[src/rtl/display_scan_mux_pkg.sv]
// rtl/display_scan_mux_pkg.sv - shared constants and anode polarity helper for the display scanner
//
// Contents:
//   DEFAULT_NUM_DIGITS / DEFAULT_DIV / DEFAULT_GUARD  default scan geometry
//   BLANK_NIBBLE                                      nibble value treated as a leading zero
//   anode_level()                                     maps "digit lit" to the pin level

package display_scan_mux_pkg;

  localparam int         DEFAULT_NUM_DIGITS = 4;
  localparam int         DEFAULT_DIV        = 50000;
  localparam int         DEFAULT_GUARD      = 2;
  localparam logic [3:0] BLANK_NIBBLE       = 4'h0;

  // Pin level for one anode: active-low boards invert the "lit" request.
  function automatic logic anode_level(input logic active, input logic anode_low);
    return anode_low ? ~active : active;
  endfunction

endpackage

[src/rtl/display_scan_mux_scan_tick_gen.sv]
// rtl/display_scan_mux_scan_tick_gen.sv - per-digit slot prescaler with dead-time flag
//
// Ports:
//   clk     in   system clock, rising edge
//   rst     in   synchronous reset, active-high
//   enable  in   1 = count, 0 = hold count
//   tick    out  high during the last cycle of a slot (count = DIV-1) while enabled
//   guard   out  high while count < GUARD (anodes must stay dark)

module scan_tick_gen #(
  parameter int DIV   = 50000,
  parameter int GUARD = 2
) (
  input  logic clk,
  input  logic rst,
  input  logic enable,
  output logic tick,
  output logic guard
);

  localparam int CW = (DIV > 1) ? $clog2(DIV) : 1;
  localparam logic [CW-1:0] LAST = CW'(DIV - 1);

  logic [CW-1:0] count;

  always_ff @(posedge clk) begin
    if (rst) begin
      count <= '0;
    end else if (enable) begin
      if (count == LAST) count <= '0;
      else               count <= count + CW'(1);
    end
  end

  assign tick  = enable && (count == LAST);
  assign guard = int'(count) < GUARD;

endmodule

[src/rtl/display_scan_mux.sv]
// rtl/display_scan_mux.sv - time-multiplexed 7-segment digit scanner with dead-time and leading-zero blanking
//
// Ports:
//   clk       in   system clock, rising edge
//   rst       in   synchronous reset, active-high
//   load      in   strobe: capture valor/dp_mask into the pending buffer
//   valor     in   packed hex value, digit 0 = bits [3:0] (rightmost)
//   dp_mask   in   decimal point per digit, 1 = lit
//   blank_lz  in   1 = blank leading zero digits
//   enable    in   0 = display dark, scan frozen
//   dado      out  nibble of the selected digit, to the decoder
//   dp        out  decimal point of the selected digit, to the decoder
//   anodos    out  one-hot digit enables, polarity set by ANODE_LOW
//   frame     out  one-cycle pulse after the digit index wraps to 0

module display_scan_mux
  import display_scan_mux_pkg::*;
#(
  parameter int NUM_DIGITS = DEFAULT_NUM_DIGITS,
  parameter int DIV        = DEFAULT_DIV,
  parameter int GUARD      = DEFAULT_GUARD,
  parameter int ANODE_LOW  = 1
) (
  input  logic                    clk,
  input  logic                    rst,
  input  logic                    load,
  input  logic [4*NUM_DIGITS-1:0] valor,
  input  logic [NUM_DIGITS-1:0]   dp_mask,
  input  logic                    blank_lz,
  input  logic                    enable,
  output logic [3:0]              dado,
  output logic                    dp,
  output logic [NUM_DIGITS-1:0]   anodos,
  output logic                    frame
);

  localparam int IW = (NUM_DIGITS > 1) ? $clog2(NUM_DIGITS) : 1;
  localparam logic [IW-1:0] LAST_IDX = IW'(NUM_DIGITS - 1);
  localparam logic POL_LOW = (ANODE_LOW != 0);

  logic                    tick;
  logic                    guard;
  logic                    wrap;
  logic [IW-1:0]           idx;
  logic [4*NUM_DIGITS-1:0] shown;
  logic [4*NUM_DIGITS-1:0] pending;
  logic [NUM_DIGITS-1:0]   shown_dp;
  logic [NUM_DIGITS-1:0]   pending_dp;
  logic                    pend_valid;

  logic [NUM_DIGITS-1:0]   lz_dark;
  logic                    zero_above;
  logic [3:0]              cur_nib;
  logic                    cur_dp;
  logic                    cur_dark;
  logic                    show_anode;
  logic [NUM_DIGITS-1:0]   anode_next;
  logic [NUM_DIGITS-1:0]   anode_off;

  scan_tick_gen #(
    .DIV   (DIV),
    .GUARD (GUARD)
  ) u_tick (
    .clk    (clk),
    .rst    (rst),
    .enable (enable),
    .tick   (tick),
    .guard  (guard)
  );

  assign wrap = tick && (idx == LAST_IDX);

  // Leading-zero mask: walk down from the top digit while everything above
  // (inclusive) is a zero nibble without a decimal point. Digit 0 never blanks.
  always_comb begin
    lz_dark    = '0;
    zero_above = 1'b1;
    for (int i = NUM_DIGITS - 1; i >= 1; i--) begin
      zero_above = zero_above && (shown[4*i +: 4] == BLANK_NIBBLE) && !shown_dp[i];
      lz_dark[i] = blank_lz && zero_above;
    end
  end

  always_comb begin
    cur_nib  = BLANK_NIBBLE;
    cur_dp   = 1'b0;
    cur_dark = 1'b0;
    for (int i = 0; i < NUM_DIGITS; i++) begin
      if (idx == IW'(i)) begin
        cur_nib  = shown[4*i +: 4];
        cur_dp   = shown_dp[i];
        cur_dark = lz_dark[i];
      end
    end
  end

  assign show_anode = enable && !guard && !cur_dark;

  always_comb begin
    anode_next = '0;
    anode_off  = '0;
    for (int i = 0; i < NUM_DIGITS; i++) begin
      anode_next[i] = anode_level(show_anode && (idx == IW'(i)), POL_LOW);
      anode_off[i]  = anode_level(1'b0, POL_LOW);
    end
  end

  always_ff @(posedge clk) begin
    if (rst) begin
      idx        <= '0;
      shown      <= '0;
      shown_dp   <= '0;
      pending    <= '0;
      pending_dp <= '0;
      pend_valid <= 1'b0;
      dado       <= '0;
      dp         <= 1'b0;
      anodos     <= anode_off;
      frame      <= 1'b0;
    end else begin
      if (tick) idx <= wrap ? '0 : idx + IW'(1);
      frame <= wrap;

      // Shown only changes at frame start so a frame never mixes two values.
      if (wrap && pend_valid) begin
        shown    <= pending;
        shown_dp <= pending_dp;
      end

      // A load on the wrap edge lands in pending and waits for the next frame.
      if (load) begin
        pending    <= valor;
        pending_dp <= dp_mask;
        pend_valid <= 1'b1;
      end else if (wrap) begin
        pend_valid <= 1'b0;
      end

      dado   <= cur_nib;
      dp     <= cur_dp;
      anodos <= anode_next;
    end
  end

endmodule

[config.mk]
export PLATFORM = sky130hd
export DESIGN_NAME = display_scan_mux
export DESIGN_NICKNAME = d
export VERILOG_FILES = /design/src/rtl/display_scan_mux_pkg.sv /design/src/rtl/display_scan_mux_scan_tick_gen.sv /design/src/rtl/display_scan_mux.sv
export SDC_FILE = /design/constraint.sdc
export NUM_CORES = 1
export LEC_CHECK = 0
export ABC_AREA = 1
export BUFFER_PORTS_ARGS = -buffer_cell sky130_fd_sc_hd__buf_2
export CORE_MARGIN = 8
export CORE_UTILIZATION = 50
export CTS_CLUSTER_SIZE = 8
export DETAILED_ROUTE_END_ITERATION = 8
export PLACE_DENSITY = 0.79
export REMOVE_ABC_BUFFERS = 1
export SYNTH_ARGS = -nofsm -noshare
export SYNTH_HDL_FRONTEND = slang
export SYNTH_SLANG_ARGS = --single-unit
[constraint.sdc]
create_clock -name clk -period 3.75 [get_ports clk]
set_input_delay 1.125 -clock clk [delete_from_list [all_inputs] [get_ports clk]]
set_output_delay 1.125 -clock clk [all_outputs]
set_load 0.02 [all_outputs]
==> flow_results.org <==
** Floorplan
- The die is 93.6 um wide.
- The die is 93.6 um tall.
- Number of standard-cell rows in the floorplan :: 28
- Number of primary I/O pins :: 35
- Area of the die :: 8760 um2
- For this configuration, the core starts out at a cell density of 0.512.
- Placeable core region :: 5890 um2

** Yosys
- In the synthesized netlist the dominant register cell turns out to be sky130_fd_sc_hd__dfxtp_1.
- Number of warning messages in the yosys log :: 0
- Top cells by area, synth :: sky130_fd_sc_hd__dfxtp_1 46%, sky130_fd_sc_hd__nor2_1 14%, sky130_fd_sc_hd__nand2_1 9.7%
- Counting every instance in the synthesized netlist gives 429.
- A synthesized cell averages 7.02 um2.
- Synthesis-stage register bit count :: 69
- Post-synthesis async set-or-reset flop share :: 0
- Most area-hungry cell type in the Yosys netlist :: sky130_fd_sc_hd__dfxtp_1
- The number of different library cells used by synthesis comes to 31.
- EDFF count, synth :: 0
- In this run the cell area of the synthesized design comes to 3010 um2.
- The share of the Yosys chip area taken by registers is 0.459.
- Area fraction of the dominant cell type after synthesis :: 0.459
- Library cell with the highest instance count after synthesis :: sky130_fd_sc_hd__nor2_1
- In the synthesized netlist, the cells that appear most often are 113 x sky130_fd_sc_hd__nor2_1, 78 x sky130_fd_sc_hd__nand2_1, 69 x sky130_fd_sc_hd__dfxtp_1.

** Drt
- DRT Pass-1 Iters :: 5
- For this block, wires on met1 add up to 2930 um.
- The highest layer touched by signal routing is met4.
- Using the TritonRoute via totals, the vias-per-cell ratio works out to 5.01.
- The detail route stage leaves a number of antenna-violating nets equal to 0.
- DRC viols :: 0
- In the detailed route, the total length drawn on met3 is 266 um.
- Detailed routing placed a total of 3220 um of wire on met2.
- Initial drt markers :: 137
- Average routed wire per standard cell :: 12.2 um
- For this block, the routed nets add up to 6580 um of wire.
- The final route contains 2713 vias.

** Layout
- Diodes inserted :: 0
- Layout filler cell count :: 579
- In the final layout, the share of cells above drive strength 1 is 0.129.
- Compared with the post-synthesis result, the final layout area differs by 14.6%.
- Measured on the finished design, the core utilization comes to 0.587.
- Area taken by multi-input logic gates :: 1390 um2
- In the final design database the tool counted 491 nets.
- Area used by sequential logic in the layout :: 1380 um2

** STA
- Setup violations remaining at the end of the flow were counted as 0.
- Time the worst path needs with I/O delays and setup :: 2220 ps
- Setup total negative slack on the finished layout was measured at 0 ps.
- Count of endpoints failing hold in the final timing report :: 0
- Setup repair after global routing missed its margin :: no
- Relative slew slack :: 0.548
- Across the routed clock network, the largest skew measured is 6.89 ps.
- Post-route fraction of the period consumed by the critical path :: 0.593
- The count of pins over their slew limit came to 0.
- Maximum clock frequency :: 450 MHz
- Slew at the pin with the worst max-slew slack :: 677 ps

** Place
- The wire-length estimate of the detail-placed layout is 4680 um.
- The congestion estimate from routability-driven global placement came to 0.926.
- Buffers placed on the I/O ports in this run total 34.

** Clock tree
- Number of buffers inserted to repair setup after CTS :: 0
- In this run the deepest clock path goes through 2 buffers.
- Max H-tree Level :: 3
- CTS tree :: built
- After clock tree synthesis, the clock-pin slew on the worst setup and hold paths is 70 ps.
- Quantity of hold-fixing buffers added after cts :: 0
- Clock latency on the worst-skew pair :: 350 ps
- CTS resizes :: 0
- Number of CTS-inserted buffers :: 9
- The clock drives 69 sinks.
- Root Driver :: sky130_fd_sc_hd__clkbuf_8

** Global route
- Entering global routing, the biggest net connects 41 pins.
- Initial antenna violation count :: 0
- For this run, the total global-route usage over all layers was measured as 0.161.
- The number of global-route vias before repair was 2601.
- GRT overflow :: 0
- Wire length of the first global-routing pass :: 11200 um

** Critical path
- Data required time of the critical path :: 3980 ps
- Tracing the worst setup path back leads to its startpoint at rst.
- Max FO, Critical Path :: 24
- STA classifies the critical path startpoint as a primary input.
- Reg2Reg Launch Point :: u_tick.count[0]
- CP Data Arrival Time :: 2450 ps
- Reg2Reg Setup Slack :: 1920 ps
- The worst setup path is captured at a flop.
- By startpoint and endpoint, the worst setup path is classified as primary input to flop.

** Power and ir drop
- The worst-case IR drop observed on VDD is 0.000261 V.
- Leakage :: 1.65 nW
- P per Cell Area :: 449 nW/um2
- After layout, the design draws a total of 1.55 mW.

** Hold path
- Hold crit path type :: flop to flop
- In this run the most critical hold path is launched from pending[3].

** Flow run
- Max_cap viols :: 0

** Status
- Status :: finished clean
==> through the flow <==
| stage | setup WS, ps | cell area (um2) | hold slack (ps) | instances |
|---|---|---|---|---|
| 6_report | 1530 | 3450 | 482 | 541 |
| 5_1_grt | 1360 | 3450 | 500 | 541 |
| 4_1_cts | 1550 | 3450 | 486 | 541 |
| 3_5_place_dp | 1190 | 3210 | 465 | 525 |
| 3_3_place_gp | 1220 | 3210 | 460 | 525 |
| 2_1_floorplan | 1430 | 2940 | 449 | 415 |
==> path summary, 6_finish.rpt <==
path                 endpoint  cells past startpoint
max          u_tick.count[14]                      4
min                  shown[3]                      2
max reg2reg          shown[4]                      6
min reg2reg          shown[3]                      2
==> placed cells by master, fill, tap and decap left out, types with 5 or more instances in the layout <==
| cell | synthesis | final |
|---|---|---|
| sky130_fd_sc_hd__buf_2 | 2 | 34 |
| sky130_fd_sc_hd__nor3_1 | 11 | 11 |
| sky130_fd_sc_hd__ha_1 | 5 | 5 |
| sky130_fd_sc_hd__o21ai_0 | 32 | 32 |
| sky130_fd_sc_hd__inv_1 | 42 | 42 |
| sky130_fd_sc_hd__nor2_1 | 113 | 113 |
| sky130_fd_sc_hd__nand3_1 | 15 | 15 |
| sky130_fd_sc_hd__clkbuf_8 | 0 | 9 |
| sky130_fd_sc_hd__a21oi_1 | 21 | 21 |
| sky130_fd_sc_hd__nand2_1 | 78 | 78 |
| sky130_fd_sc_hd__dfxtp_1 | 69 | 69 |
==> kinds of logic after synthesis <==
family,after synthesis,synth area share
and+or+nand+nor,231,0.324
DFF,69,0.459
AOI/OAI and AO/OA,64,0.114
buffers and inverters,59,0.0794
adders and majority gates,5,0.0208
xor gates and xnor gates,1,0.00291
==> sequential cells by signal (all words and copies together) (netlist names) <==
name	flops
pending	16
shown	16
u_tick.count	16
anodos	4
dado	4
pending_dp	4
shown_dp	4
idx	2
dp	1
frame	1
pend_valid	1
==> cell type report <==
class,count,area share
Sequential cell,69,0.400
Multi-Input combinational cell,301,0.403
Clock inverter,6,0.0323
Tap cell,75,0.0272
Inverter,45,0.0489
Clock buffer,10,0.0370
Timing Repair Buffer,35,0.0515
==> critical path: stages <==
cell                       delay [ps]
sky130_fd_sc_hd__buf_2            220
sky130_fd_sc_hd__clkinv_1         520
sky130_fd_sc_hd__nand2_1          480
sky130_fd_sc_hd__nor3_1           100
==> routing by layer <==
metal / vias to the layer above / global-route usage
li1: 1420 / -
met1: 1223 / 0.178
met2: 55 / 0.274
met5: - / 0
met4: 0 / 0.0911
met3: 15 / 0.0417
==> where the power goes <==
| part | switching [mW] | internal (mW) | total, mW |
|---|---|---|---|
| Clock | 0.285 | 0.442 | 0.726 |
| Combinational | 0.0390 | 0.0238 | 0.0627 |
| Sequential | 0.00952 | 0.750 | 0.760 |
Power figures use the tool's default switching activity.
